==> src/rtl/mem_port_arbiter_if.sv <==
// Bus bundle between the core's fetch/LSU ports, the arbiter and the
// simple dual-port word memory. The arbiter uses the slave view; the
// environment (requesters plus memory) uses the master view.
interface mem_port_arbiter_if #(
  parameter int WIDTH  = 32,
  parameter int ADDR_W = 10
);
  // Instruction fetch port
  logic              if_req_i;
  logic [ADDR_W-1:0] if_addr_i;
  logic              if_gnt_o;
  logic              if_rvalid_o;
  logic [WIDTH-1:0]  if_rdata_o;
  // Load/store port
  logic              d_req_i;
  logic              d_we_i;
  logic [ADDR_W-1:0] d_addr_i;
  logic [WIDTH-1:0]  d_wdata_i;
  logic              d_gnt_o;
  logic              d_rvalid_o;
  logic [WIDTH-1:0]  d_rdata_o;
  // Memory side
  logic              mem_we_o;
  logic [ADDR_W-1:0] mem_waddr_o;
  logic [WIDTH-1:0]  mem_wdata_o;
  logic [ADDR_W-1:0] mem_raddr_o;
  logic [WIDTH-1:0]  mem_rdata_i;

  modport slave (
    input  if_req_i, if_addr_i, d_req_i, d_we_i, d_addr_i, d_wdata_i,
           mem_rdata_i,
    output if_gnt_o, if_rvalid_o, if_rdata_o, d_gnt_o, d_rvalid_o,
           d_rdata_o, mem_we_o, mem_waddr_o, mem_wdata_o, mem_raddr_o
  );

  modport master (
    output if_req_i, if_addr_i, d_req_i, d_we_i, d_addr_i, d_wdata_i,
           mem_rdata_i,
    input  if_gnt_o, if_rvalid_o, if_rdata_o, d_gnt_o, d_rvalid_o,
           d_rdata_o, mem_we_o, mem_waddr_o, mem_wdata_o, mem_raddr_o
  );
endinterface

==> src/rtl/mem_port_arbiter.sv <==
// Shares the registered read port of a simple dual-port memory between
// instruction fetch and the load/store unit. D writes go straight to the
// private write port; read conflicts are resolved round-robin. A D write
// that hits the address IF is reading in the same cycle is forwarded so
// IF never sees the stale word the memory returns.
module mem_port_arbiter #(
  parameter int WIDTH  = 32,
  parameter int ADDR_W = 10
) (
  input logic              clk_i,
  input logic              rst_ni,
  mem_port_arbiter_if.slave bus
);

  // Which reader won the most recent granted read
  typedef enum logic {
    RD_IF = 1'b0,
    RD_D  = 1'b1
  } rd_port_e;

  rd_port_e          last_rd_r;
  rd_port_e          last_rd_s;

  logic              d_wr_s;
  logic              d_rd_s;
  logic              if_gnt_s;
  logic              d_gnt_s;
  logic              d_rd_gnt_s;
  logic              fwd_s;
  logic [ADDR_W-1:0] raddr_s;

  logic              if_rvalid_r;
  logic              d_rvalid_r;
  logic              fwd_r;
  logic [WIDTH-1:0]  fwd_data_r;
  logic [WIDTH-1:0]  if_hold_r;
  logic [WIDTH-1:0]  d_hold_r;
  logic [WIDTH-1:0]  if_rdata_s;
  logic [WIDTH-1:0]  d_rdata_s;

  // Grant decode; everything on the request side is forced quiet in reset
  always_comb begin
    d_wr_s     = 1'b0;
    d_rd_s     = 1'b0;
    if_gnt_s   = 1'b0;
    d_gnt_s    = 1'b0;
    d_rd_gnt_s = 1'b0;
    fwd_s      = 1'b0;
    raddr_s    = {ADDR_W{1'b0}};
    if (rst_ni) begin
      d_wr_s     = bus.d_req_i & bus.d_we_i;
      d_rd_s     = bus.d_req_i & ~bus.d_we_i;
      // On a read conflict the port that did not win last time goes first
      if_gnt_s   = bus.if_req_i & (~d_rd_s | (last_rd_r == RD_D));
      d_rd_gnt_s = d_rd_s & (~bus.if_req_i | (last_rd_r == RD_IF));
      d_gnt_s    = d_wr_s | d_rd_gnt_s;
      fwd_s      = if_gnt_s & d_wr_s & (bus.d_addr_i == bus.if_addr_i);
      if (if_gnt_s) begin
        raddr_s = bus.if_addr_i;
      end else if (d_rd_gnt_s) begin
        raddr_s = bus.d_addr_i;
      end else begin
        raddr_s = {ADDR_W{1'b0}};
      end
    end else begin
      raddr_s = {ADDR_W{1'b0}};
    end
  end

  // Round-robin next state: remember the winner of any granted read
  always_comb begin
    last_rd_s = last_rd_r;
    if (if_gnt_s) begin
      last_rd_s = RD_IF;
    end else if (d_rd_gnt_s) begin
      last_rd_s = RD_D;
    end else begin
      last_rd_s = last_rd_r;
    end
  end

  // Round-robin state register; after reset D wins the first conflict
  always_ff @(posedge clk_i or negedge rst_ni) begin
    if (!rst_ni) begin
      last_rd_r <= RD_IF;
    end else begin
      last_rd_r <= last_rd_s;
    end
  end

  // Response pipeline: one-cycle valid pulses plus forwarded write data
  always_ff @(posedge clk_i or negedge rst_ni) begin
    if (!rst_ni) begin
      if_rvalid_r <= 1'b0;
      d_rvalid_r  <= 1'b0;
      fwd_r       <= 1'b0;
      fwd_data_r  <= {WIDTH{1'b0}};
    end else begin
      if_rvalid_r <= if_gnt_s;
      d_rvalid_r  <= d_rd_gnt_s;
      fwd_r       <= fwd_s;
      fwd_data_r  <= fwd_s ? bus.d_wdata_i : fwd_data_r;
    end
  end

  // Read data hold registers so rdata stays put between responses
  always_ff @(posedge clk_i or negedge rst_ni) begin
    if (!rst_ni) begin
      if_hold_r <= {WIDTH{1'b0}};
      d_hold_r  <= {WIDTH{1'b0}};
    end else begin
      if_hold_r <= if_rdata_s;
      d_hold_r  <= d_rdata_s;
    end
  end

  // Read data select: live memory word (or forwarded word) on the response cycle
  always_comb begin
    if_rdata_s = if_hold_r;
    d_rdata_s  = d_hold_r;
    if (if_rvalid_r) begin
      if_rdata_s = fwd_r ? fwd_data_r : bus.mem_rdata_i;
    end else begin
      if_rdata_s = if_hold_r;
    end
    if (d_rvalid_r) begin
      d_rdata_s = bus.mem_rdata_i;
    end else begin
      d_rdata_s = d_hold_r;
    end
  end

  assign bus.if_gnt_o    = if_gnt_s;
  assign bus.d_gnt_o     = d_gnt_s;
  assign bus.if_rvalid_o = if_rvalid_r;
  assign bus.d_rvalid_o  = d_rvalid_r;
  assign bus.if_rdata_o  = if_rdata_s;
  assign bus.d_rdata_o   = d_rdata_s;
  assign bus.mem_we_o    = d_wr_s;
  assign bus.mem_waddr_o = d_wr_s ? bus.d_addr_i : {ADDR_W{1'b0}};
  assign bus.mem_wdata_o = d_wr_s ? bus.d_wdata_i : {WIDTH{1'b0}};
  assign bus.mem_raddr_o = raddr_s;

endmodule

==> src/flat_wrapper.sv <==
// flat-port wrapper written by rule: the top's interface ports become plain ports
module mem_port_arbiter_flat 
#(
  parameter int WIDTH  = 32,
  parameter int ADDR_W = 10
)
  (clk_i, rst_ni, bus_if_req_i, bus_if_addr_i, bus_d_req_i, bus_d_we_i, bus_d_addr_i, bus_d_wdata_i, bus_mem_rdata_i, bus_if_gnt_o, bus_if_rvalid_o, bus_if_rdata_o, bus_d_gnt_o, bus_d_rvalid_o, bus_d_rdata_o, bus_mem_we_o, bus_mem_waddr_o, bus_mem_wdata_o, bus_mem_raddr_o);
  mem_port_arbiter_if #(.WIDTH(WIDTH), .ADDR_W(ADDR_W)) bus_i ();
  input logic clk_i;
  input logic rst_ni;
  input wire logic [$bits(bus_i.if_req_i)-1:0] bus_if_req_i;
  input wire logic [$bits(bus_i.if_addr_i)-1:0] bus_if_addr_i;
  input wire logic [$bits(bus_i.d_req_i)-1:0] bus_d_req_i;
  input wire logic [$bits(bus_i.d_we_i)-1:0] bus_d_we_i;
  input wire logic [$bits(bus_i.d_addr_i)-1:0] bus_d_addr_i;
  input wire logic [$bits(bus_i.d_wdata_i)-1:0] bus_d_wdata_i;
  input wire logic [$bits(bus_i.mem_rdata_i)-1:0] bus_mem_rdata_i;
  output wire logic [$bits(bus_i.if_gnt_o)-1:0] bus_if_gnt_o;
  output wire logic [$bits(bus_i.if_rvalid_o)-1:0] bus_if_rvalid_o;
  output wire logic [$bits(bus_i.if_rdata_o)-1:0] bus_if_rdata_o;
  output wire logic [$bits(bus_i.d_gnt_o)-1:0] bus_d_gnt_o;
  output wire logic [$bits(bus_i.d_rvalid_o)-1:0] bus_d_rvalid_o;
  output wire logic [$bits(bus_i.d_rdata_o)-1:0] bus_d_rdata_o;
  output wire logic [$bits(bus_i.mem_we_o)-1:0] bus_mem_we_o;
  output wire logic [$bits(bus_i.mem_waddr_o)-1:0] bus_mem_waddr_o;
  output wire logic [$bits(bus_i.mem_wdata_o)-1:0] bus_mem_wdata_o;
  output wire logic [$bits(bus_i.mem_raddr_o)-1:0] bus_mem_raddr_o;
  assign bus_i.if_req_i = bus_if_req_i;
  assign bus_i.if_addr_i = bus_if_addr_i;
  assign bus_i.d_req_i = bus_d_req_i;
  assign bus_i.d_we_i = bus_d_we_i;
  assign bus_i.d_addr_i = bus_d_addr_i;
  assign bus_i.d_wdata_i = bus_d_wdata_i;
  assign bus_i.mem_rdata_i = bus_mem_rdata_i;
  assign bus_if_gnt_o = bus_i.if_gnt_o;
  assign bus_if_rvalid_o = bus_i.if_rvalid_o;
  assign bus_if_rdata_o = bus_i.if_rdata_o;
  assign bus_d_gnt_o = bus_i.d_gnt_o;
  assign bus_d_rvalid_o = bus_i.d_rvalid_o;
  assign bus_d_rdata_o = bus_i.d_rdata_o;
  assign bus_mem_we_o = bus_i.mem_we_o;
  assign bus_mem_waddr_o = bus_i.mem_waddr_o;
  assign bus_mem_wdata_o = bus_i.mem_wdata_o;
  assign bus_mem_raddr_o = bus_i.mem_raddr_o;
  mem_port_arbiter #(.WIDTH(WIDTH), .ADDR_W(ADDR_W)) u_core (.clk_i(clk_i), .rst_ni(rst_ni), .bus(bus_i));
endmodule
==> config.mk <==
export PLATFORM = sky130hd
export DESIGN_NAME = mem_port_arbiter_flat
export DESIGN_NICKNAME = d
export VERILOG_FILES = /design/src/rtl/mem_port_arbiter_if.sv /design/src/rtl/mem_port_arbiter.sv /design/src/flat_wrapper.sv
export SDC_FILE = /design/constraint.sdc
export NUM_CORES = 1
export LEC_CHECK = 0
export ABC_AREA = 1
export CAP_MARGIN = 15
export CORE_MARGIN = 2
export CORE_UTILIZATION = 42
export CTS_CLUSTER_DIAMETER = 80
export DETAILED_ROUTE_END_ITERATION = 6
export PLACE_DENSITY = 0.8
export SYNTH_ARGS = -nofsm -noshare
export SYNTH_HDL_FRONTEND = slang
export SYNTH_SLANG_ARGS = --single-unit
==> constraint.sdc <==
create_clock -name clk_i -period 1.7 [get_ports clk_i]
set_input_delay 0.255 -clock clk_i [delete_from_list [all_inputs] [get_ports clk_i]]
set_output_delay 0.255 -clock clk_i [all_outputs]
set_load 0.05 [all_outputs]
==> run metrics, run 1 <==
distinct cell type count after synthesis=21; Chip Height=110.4 microns; syn_area_per_cell=7.769 sq um; Synth area leaders=dfrtp_1, nand2_1, nor2_1, inv_1, a21oi_1; HPWL after detailed placement=13520 microns; row count=38; root buf cell=clkbuf_16; #FFs+latches synth=100; I/O pins=210; Yosys top cell area share=52.63%; Err=[ERROR GRT-0232] Routing congestion too high. Check the congestion heatmap in the GUI.; Synth area leader=dfrtp_1; total global routing overflow=2; register area share after synthesis=52.63%; YS warnings=0; initial antenna violation count=5; Initial Util=43.48%; die width=110.4 microns; Num CTS Buffers=9; Failed at=global routing (5_1_grt); GRT Total Usage=56.52%; ys flop type=dfrtp_1; DP Area=0.009223 sq mm; clk buf depth=2; Port Buffers=209; H-tree levels=3; GRT worst endpoint=bus_if_rdata_o[2]; Post-synth EDFFs=0; pin count of the biggest net entering global routing=101; CTS sink cnt=100; Post-Syn Nets=701; Worst End Pin Type=top-level output; Final GP Congestion=0.9055; mapped cell area=0.004755 sq mm; outcome=aborted with a tool error; Synth async-reset ratio=100.0%; Mapped Cells=612; CTS Hold Buffers Added=0
## cells in the mapped netlist (2+ instances only)
master,instances
nand2_1,129
nor2_1,111
dfrtp_1,100
inv_1,86
a21oi_1,64
nand3_1,34
o21a_1,32
clkbuf_1,19
o22ai_1,9
buf_1,7
buf_2,6
buf_4,3
inv_2,3
o21ai_0,2
## routing by layer
layer | GRT overflow | global-route usage [%]
met3 | 0 | 29.51
met4 | 2 | 59.11
met5 | 0 | 0.8929
met2 | 0 | 82.12
met1 | 0 | 55.41
## cell families after synthesis
| group | synth area share, % |
|---|---|
| compound gates | 13.34 |
| xor+xnor | 0.1842 |
| buf+inv | 10.18 |
| flops | 52.63 |
| simple gates | 23.66 |
## metrics by stage
stage | setup slack, ps | std cells
CTS | -106.7 | 1006
detailed placement | -393.0 | 969
global placement | -311.8 | 969
floorplan | -192.9 | 612
## what timing repair did
| item | CTS |
|---|---|
| resized for setup | 110 |
| pin swaps | 25 |
| gates cloned | 2 |
| setup endpoints to repair | 116 |
| buffers inserted | 20 |
==> run 2: changes to the inputs <==
- CORE_UTILIZATION: 42 -> 27
- CTS_CLUSTER_DIAMETER: 80 -> unset
- PLACE_DENSITY: 0.8 -> unset
- PLACE_DENSITY_LB_ADDON: unset -> 0.15
==> run metrics, run 2 <==
CP peak stage delay=430 ps; WL/cell=15.74 microns; Port Buffers=209 (unchanged); number of antenna cells inserted=0; residual DRC count=0; syn_area_per_cell=7.769 sq um (unchanged); initial antenna violation count=0; final setup vio count=73; YS warnings=0 (unchanged); via/cell ratio=4.498; PwrDens=897.2 mW/mm^2; worst vdd ir=0.5568 mV; Post-Syn Nets=701 (unchanged); reg-to-reg setup timing slack=170 ps; Num CTS Buffers=9 (unchanged); clk buf depth=2 (unchanged); reg2reg end=u_core.fwd_data_r[12]$_DFFE_PN0P_; area growth from synthesis to layout=119.4%; total global routing overflow=0; Initial Util=27.58% (was 43.48%); Final period util=106.7%; Final ANT Viol Nets=0; Tot Pwr=9362 uW; H-tree levels=3 (unchanged); TritonCTS clock tree=built; Critical Path Source Type=register; #FFs+latches synth=100 (unchanged); slowest cell on the critical path=dfrtp_2; setup ws final=-113.1 ps; biggest regs=u_core.d_hold_r: 32 flops, u_core.fwd_data_r: 32 flops, u_core.if_hold_r: 32 flops; GRT Total Usage=19.10%; Relative slew margins=63.35%; Synth area leaders=dfrtp_1, nand2_1, nor2_1, inv_1, a21oi_1 (unchanged); drt first pass iters=6; vias in the first global route=5171; r2r startpoint=u_core.last_rd_r$_DFFE_PN0P_; hold crit path type=in2async; Worst-Margin Slew=549.8 ps; commonest non-fill, non-tap cell in the layout=buf_12; area of the die=0.01869 sq mm; ys flop type=dfrtp_1 (unchanged); first-pass GRT wire length=27500 microns; mapped cell area=0.004755 sq mm (unchanged); Chip Height=136.7 microns (was 110.4 microns); core box area=0.01724 sq mm; Yosys top cell area share=52.63% (unchanged); HPWL after detailed placement=12370 microns (was 13520 microns); CTS sink cnt=100 (unchanged); root buf cell=clkbuf_16 (unchanged); I/O pins=210 (unchanged); pin count of the biggest net entering global routing=101; Pleak=0.004705 uW; Top cell by count, worst path=buf_12; register area share after synthesis=52.63% (unchanged); overall routed net length=17160 microns; Setup Skew=6.500 ps; Final Max Tran Viols=0; crit end category=output port; Final min period=1813 ps; synth cell count leaders=nand2_1, nor2_1, dfrtp_1, inv_1, a21oi_1 (unchanged); share of cells above drive strength 1=37.92%; Arr. time, crit path=1560 ps; Final Hold Violating Endpoints=0; final core occ=60.53%; Worst-Skew Late Latency=350 ps; RSZ-0062 raised after global routing=yes; Synth area leader=dfrtp_1 (unchanged); critical path peak fanout=42; # Max-Cap Violations=0; top-count cell post-synth=nand2_1 (unchanged); violated checks=setup timing; Mapped Cells=612 (unchanged); outcome=finished, violations left (was aborted with a tool error); Post-synth EDFFs=0 (unchanged); most frequent cells in the layout=buf_12, nand2_1, dfrtp_1, inv_1, clkdlybuf4s50_1; die width=136.7 microns (was 110.4 microns); achievable frequency=0.5516 GHz; cells along the critical path=buf_12 > o21a_1 > a21oi_4 > buf_12; Synth async-reset ratio=100.0% (unchanged); worst endpoint required time=1440 ps; clk slew on worst S/H paths=70 ps; crit path kind=reg2out; Final GP Congestion=0.7995 (was 0.9055); row count=48 (was 38); fillers=1375; R2R cell count=9; vias=4903; distinct cell type count after synthesis=21 (unchanged); nets=949; Iter 0 DRT Violations=212
-- run 2: cell counts after synthesis --
No cell type changed its count.
-- run 2: cell type report --
cell class	instances	area, sq um	share of cell area (%)
Inverter	89	334.1	3.202
Clock inverter	7	81.33	0.7795
Tap cell	225	281.5	2.698
Timing Repair Buffer	272	4076	39.07
Multi-Input combinational cell	388	2927	28.05
Sequential cell	100	2509	24.04
Clock buffer	9	225.2	2.159
-- run 2: logic make-up after synthesis --
group                  Yosys count  synth area share, %
buffers and inverters          124                10.18
XOR/XNOR                         1               0.1842
flip-flops                     100                52.63
AND/OR/NAND/NOR                279                23.66
AO/OA/AOI/OAI                  108                13.34
-- run 2: worst max-delay path: cells and delay by family (launching register included) --
family	cells	cell delay (ps)
flip-flops	1	430
buffers and inverters	2	350
AO/OA/AOI/OAI	2	410
-- run 2: worst max path at each step --
stage,from,end,slack [ps],cells after the start
2_1_floorplan,u_core.last_rd_r$_DFFE_PN0P_,bus_mem_raddr_o[2],-190,6
3_3_place_gp,bus_d_req_i,bus_mem_raddr_o[6],-300,8
3_5_place_dp,bus_d_req_i,bus_mem_raddr_o[3],-330,8
4_1_cts,u_core.fwd_r$_DFF_PN0_,bus_if_rdata_o[8],-140,4
5_1_grt,u_core.fwd_r$_DFF_PN0_,bus_if_rdata_o[19],-170,4
6_report,u_core.fwd_r$_DFF_PN0_,bus_if_rdata_o[4],-110,4
-- run 2: what timing repair did --
item | 4_1_cts | 5_1_grt
setup buffers | 8 | 5
hold buffers | 0 | 0
cloned | 4 | 3
pin swaps | 23 | 20
endpoints found under the setup margin | 116 | 79
gates resized for setup | 112 | 19
-- run 2: stage by stage --
stage,instance area [sq um],hold WS (ps),std cells,setup WS (ps),TNS (ps)
floorplan,5487,-40.59,612,-192.9,-1516
global placement,9316,439.5,1055,-302.7,-13680
detailed placement,9316,442.9,1055,-325.1,-16490
CTS,10270,86.24,1083,-135.5,-6886
global route,10430,78.52,1090,-166.3,-8959
finish,10430,58.92,1090,-113.1,-4873
-- run 2: routing by layer --
layer	track usage, %	share of wire, %	vias to the layer above
met1	25.21	43	2332
met2	30.25	48	160
met4	5.093	1.0	0
li1	-	-	2399
met5	0	0	-
met3	6.074	8.2	12
-- run 2: report_power, final --
part           internal (uW)  leakage (uW)  switching (uW)
Sequential              2670       0.00119             174
Combinational           2080       0.00337            2330
Clock                   1160      0.000147             952
(Power assumes the default switching activity.)
==> patch 1, RTL diff (settings of run 2) <==
`WIDTH` is set to 32 in 3 places; all go to 16.
--- a/src/rtl/mem_port_arbiter_if.sv
+++ b/src/rtl/mem_port_arbiter_if.sv
@@ -4,3 +4,3 @@
 interface mem_port_arbiter_if #(
-  parameter int WIDTH  = 32,
+  parameter int WIDTH  = 16,
   parameter int ADDR_W = 10
--- a/src/rtl/mem_port_arbiter.sv
+++ b/src/rtl/mem_port_arbiter.sv
@@ -6,3 +6,3 @@
 module mem_port_arbiter #(
-  parameter int WIDTH  = 32,
+  parameter int WIDTH  = 16,
   parameter int ADDR_W = 10
--- a/src/flat_wrapper.sv
+++ b/src/flat_wrapper.sv
@@ -3,3 +3,3 @@
 #(
-  parameter int WIDTH  = 32,
+  parameter int WIDTH  = 16,
   parameter int ADDR_W = 10
Interface: changed (5 resized); port bits go from 210 to 130. The function was not compared with the original's and may differ.
==> patch 1 against run 2 <==
- the run still ends with setup timing left
- routed wire length shrank 50%
- synthesized cell count down 42%
- final cell count shrank 42%
- power down 52%
- via count fell by 45%
- worst setup slack better by 0.090 ns
- sequential cell count down 48
- area after synthesis is 45% lower
- final area is 46% lower
- worst hold slack improved by 0.17 ns
- sequential share of layout area shrank 0.75 points
- maximum frequency rose by 5.2%
==> patch 1: results (changes against run 2) <==
| Metric | Value |
|---|---|
| CTS H-Tree Depth | `2 (was 3)` |
| Via count | `2696 (was 4903)` |
| Power share of the sequential group | `0.315 (was 0.304)` |
| Slew headroom | `0.5610 (was 0.6335)` |
| NetSw | `0.001688 W (was 0.003456 W)` |
| Layout Nets | `551 (was 949)` |
| Drt total wl | `8.494 mm (was 17.16 mm)` |
| Endpoints failing setup | `6 (was 73)` |
| Sequential fraction of the synthesis area | `0.4952 (was 0.5263)` |
| Reg2Reg Setup Slack | `0.49 ns (was 0.17 ns)` |
| Dpl cells | `617 (was 1055)` |
| PnR worst setup slack | `-0.02333 ns (was -0.1131 ns)` |
| CTS buffer count | `5 (was 9)` |
| Failing checks | `setup timing (unchanged)` |
| Clock-net power | `0.000849 W (was 0.00211 W)` |
| GPL Wtd Cong | `0.7502 (was 0.7995)` |
| Final Skew | `0.006627 ns (was 0.006500 ns)` |
| Worst reg2reg path endpoint | `u_core.fwd_data_r[14]$_DFFE_PN0P_ (was u_core.fwd_data_r[12]$_DFFE_PN0P_)` |
| Finished Layout Cells | `628 (was 1090)` |
| Buffers on Ports | `129 (was 209)` |
| Crit-path slowest cell | `dfrtp_1 (was dfrtp_2)` |
| # Post-CTS Setup Buffers | `0 (was 8)` |
| Clk Latency, worst-skew pair | `0.30 ns (was 0.35 ns)` |
| Post-CTS sizing | `36 (was 112)` |
| Count of cell types in the netlist | `19 (was 21)` |
| Largest net degree at the start of global routing | `53 (was 101)` |
| Post-DP HPWL | `6.417 mm (was 12.37 mm)` |
| Worst EP arrival | `1.47 ns (was 1.56 ns)` |
| Status | `complete, but fails checks (unchanged)` |
| GRT met2 Usage | `0.2670 (was 0.3025)` |
| Clk slew on worst S/H paths | `0.10 ns (was 0.07 ns)` |
| Metal2 WL | `4.081 mm (was 8.193 mm)` |
## patch 1: worst max path at each step
stage | cells after the start | slack, ns | end
after floorplan | 6 | -0.19 | bus_mem_raddr_o[1]
after global placement | 8 | -0.31 | bus_mem_raddr_o[9]
after detailed placement | 8 | -0.32 | bus_mem_raddr_o[9]
after CTS | 5 | -0.03 | bus_mem_raddr_o[1]
after global routing | 5 | -0.09 | bus_mem_raddr_o[1]
final | 5 | -0.02 | bus_mem_raddr_o[3]
## patch 1: worst reg2reg max path, cell delays in order (launching register included)
cell	delay (ns)
dfrtp_1	0.40
inv_2	0.06
nand2_4	0.07
nand2_1	0.09
nor2_4	0.16
buf_4	0.20
nand3_1	0.10
nand2_1	0.08
## patch 1: cell type report
type	instances	area (um2)	area share
flip-flops and latches	52	1303	0.2329
inverters	57	214.0	0.03826
multi-input cells	228	1535	0.2746
clock inverters	3	42.54	0.007608
clock buffers	5	68.82	0.01231
repair buffers	150	2262	0.4046
well taps	133	166.4	0.02976
## patch 1: per-stage QoR
| step | setup TNS [ns] | util | setup WS, ns | area [um2] | hold WS [ns] |
|---|---|---|---|---|---|
| finish | -0.07412 | 0.5828 | -0.02333 | 5592 | 0.2297 |
| global route | -1.547 | 0.5828 | -0.09268 | 5592 | 0.2965 |
| CTS | -0.08816 | 0.5717 | -0.02549 | 5485 | 0.2499 |
| detailed placement | -5.864 | 0.5400 | -0.3219 | 5181 | 0.4603 |
| global placement | -5.544 | 0.5400 | -0.3059 | 5181 | 0.4578 |
| floorplan | -1.579 | - | -0.1929 | 2915 | -0.04059 |
## patch 1: cell families after synthesis
| group | share of synthesized area |
|---|---|
| and+or+nand+nor | 0.2562 |
| buffers and inverters | 0.1105 |
| xor gates and xnor gates | 0.003334 |
| DFF | 0.4952 |
| AOI/OAI and AO/OA | 0.1348 |
==> patch 2, RTL diff (config.mk and constraints of run 2) <==
Without the edit above. Make the reset (`rst_ni`) synchronous in 3 clocked blocks.
--- a/src/rtl/mem_port_arbiter.sv
+++ b/src/rtl/mem_port_arbiter.sv
@@ -82,3 +82,3 @@
   // Round-robin state register; after reset D wins the first conflict
-  always_ff @(posedge clk_i or negedge rst_ni) begin
+  always_ff @(posedge clk_i) begin
     if (!rst_ni) begin
@@ -91,3 +91,3 @@
   // Response pipeline: one-cycle valid pulses plus forwarded write data
-  always_ff @(posedge clk_i or negedge rst_ni) begin
+  always_ff @(posedge clk_i) begin
     if (!rst_ni) begin
@@ -106,3 +106,3 @@
   // Read data hold registers so rdata stays put between responses
-  always_ff @(posedge clk_i or negedge rst_ni) begin
+  always_ff @(posedge clk_i) begin
     if (!rst_ni) begin
Function: differs if rst_ni is asserted again (counterexample within 4 cycles, from zero or initial values and one cycle with rst_ni low); with rst_ni held inactive, the same outputs for 10 cycles.
==> patch 2 against run 2 <==
- the flow still finishes with violations (setup timing)
- sequential cell count stayed put
- count of clock-buffer cells in the layout stayed put
- area after synthesis is 4.3% higher
- final area is 10% lower
- routed wire length is 3.1% higher
- register-to-register slack worse by 0.09 ns
- worst hold slack better by 0.30 ns
- worst setup slack better by 0.076 ns
- clock skew is 0.0038 ns higher
- largest cell class unchanged
Power is not compared: it rests on default switching activity, and its combinational part moved more than twofold at a synthesized area within 25%.
==> patch 2: results (changes against run 2) <==
| Metric | Value |
|---|---|
| Status | `complete, but fails checks (unchanged)` |
| Failing checks | `setup timing (unchanged)` |
| Fillers | `1782 (was 1375)` |
| PnR worst setup slack | `-0.03708 ns (was -0.1131 ns)` |
| Asr flop ratio synth | `0 (was 1.000)` |
| Crit path kind | `flop to output pin (unchanged)` |
| Reg2Reg Setup Slack | `0.08 ns (was 0.17 ns)` |
| Endpoints failing setup | `10 (was 73)` |
| Count of cell types in the netlist | `23 (was 21)` |
| Metal3 WL | `1.132 mm (was 1.406 mm)` |
| Starting DRT DRC Count | `133 (was 212)` |
| Gr usage total | `0.1741 (was 0.1910)` |
| Vias per cell | `4.400 (was 4.498)` |
| Least-Margin Pin Slew | `0.3841 ns (was 0.5498 ns)` |
| Worst Reg-to-Reg Cells | `13 (was 9)` |
| Worst min-delay path class | `input port to flop (was input port to asynchronous set/reset pin)` |
| Post-DP HPWL | `12.09 mm (was 12.37 mm)` |
| Metal2 WL | `8.497 mm (was 8.193 mm)` |
| GRT met2 Usage | `0.2882 (was 0.3025)` |
| Number of global-route vias before repair | `5266 (was 5171)` |
| Layout Nets | `1089 (was 949)` |
| Largest net degree at the start of global routing | `67 (was 101)` |
| Worst reg2reg path endpoint | `u_core.fwd_data_r[4]$_SDFFE_PN0P_ (was u_core.fwd_data_r[12]$_DFFE_PN0P_)` |
| Worst EP arrival | `1.48 ns (was 1.56 ns)` |
| Wl on met1 | `7.934 mm (was 7.381 mm)` |
| Worst slack, placed | `-0.2341 ns (was -0.3251 ns)` |
| Share of cells above drive strength 1 | `0.3194 (was 0.3792)` |
| Sequential fraction of the synthesis area | `0.4035 (was 0.5263)` |
| Post-synth top cells | `nand2_1, inv_1, nor2_1 (was nand2_1, nor2_1, dfrtp_1)` |
| M3 GR Usage | `0.05334 (was 0.06074)` |
| First-pass GRT wire length | `27.49 mm (was 27.50 mm)` |
| FF-to-FF Start | `u_core.last_rd_r$_SDFFE_PP0P_ (was u_core.last_rd_r$_DFFE_PN0P_)` |
| Met1 Use GR | `0.2262 (was 0.2521)` |
| Synth area leaders | `dfxtp_1, nand2_1, inv_1, nor2_1, o21ai_0 (was dfrtp_1, nand2_1, nor2_1, inv_1, a21oi_1)` |
patch 2: cell count changes in the layout (fill, tap and decap cells not counted), sizes merged, moves of 4 or more:
cell / run 2 / this run
inv: 92 / 125
buf: 181 / 185
dfrtp: 100 / 0
nand2: 131 / 159
dfxtp: 0 / 100
o21ai: 2 / 67
nor2: 113 / 117
patch 2: final cells by class:
| class | instances | area (um2) | share of cell area |
|---|---|---|---|
| timing repair buffer | 278 | 3460 | 0.3704 |
| multi-input combinational | 489 | 2803 | 0.3001 |
| sequential | 100 | 2009 | 0.2151 |
| inverter | 122 | 465.4 | 0.04983 |
| tap | 229 | 286.5 | 0.03068 |
| clock buffer | 9 | 225.2 | 0.02411 |
| clock inverter | 7 | 91.34 | 0.009779 |
patch 2: repair_timing:
| action | in CTS | in global routing |
|---|---|---|
| endpoints found under the setup margin | 114 | 101 |
| gates resized for setup | 121 | 61 |
| pin swaps | 4 | 9 |
| hold buffers | 0 | 0 |
| buffers inserted | 4 | 9 |
| gates cloned | 0 | 7 |
| hold endpoints to repair | 0 | 0 |
patch 2: cell families (layout without fill, tap and decap cells):
| family | Yosys count | in the layout | synth area share |
|---|---|---|---|
| flip-flops | 100 | 100 | 0.4035 |
| AO/OA/AOI/OAI | 171 | 171 | 0.1909 |
| AND/OR/NAND/NOR | 315 | 315 | 0.2555 |
| buffers and inverters | 171 | 416 | 0.1448 |
| XOR/XNOR | 3 | 3 | 0.005297 |
patch 2: worst max-delay path by stage:
stage	endpoint	slack, ns
after floorplan	bus_mem_raddr_o[2]	-0.21
after global placement	bus_mem_raddr_o[8]	-0.24
after detailed placement	bus_mem_raddr_o[8]	-0.23
after CTS	bus_if_rdata_o[0]	-0.04
after global routing	bus_mem_raddr_o[6]	-0.12
final	bus_mem_raddr_o[6]	-0.04
patch 2: worst max-delay path, cell delays in order, from the launching register on:
cell       delay [ns]
dfxtp_2          0.34
nand2_2          0.05
nand4_1          0.11
buf_6            0.16
clkbuf_16        0.15
o22ai_4          0.16
buf_12           0.16
patch 2: per-stage QoR:
step / hold slack (ns) / cells / utilization / setup TNS [ns]
final: 0.3574 / 1234 / 0.5182 / -0.2518
after global routing: 0.3786 / 1234 / 0.5182 / -1.787
after CTS: 0.2765 / 1218 / 0.4898 / -0.4757
after detailed placement: 0.4600 / 1199 / 0.4547 / -12.01
after global placement: 0.4557 / 1199 / 0.4547 / -10.73
after floorplan: 0.3594 / 760 / - / -1.366
patch 2: power groups by stage:
stage	registers, W	logic, W	clock network, W
after floorplan	0.00248	0.000957	0
after global placement	0.00248	0.00176	0
after detailed placement	0.00248	0.00176	0
after CTS	0.00242	0.00185	0.00221
after global routing	0.00243	0.00205	0.00230
final	0.00243	0.00193	0.00212
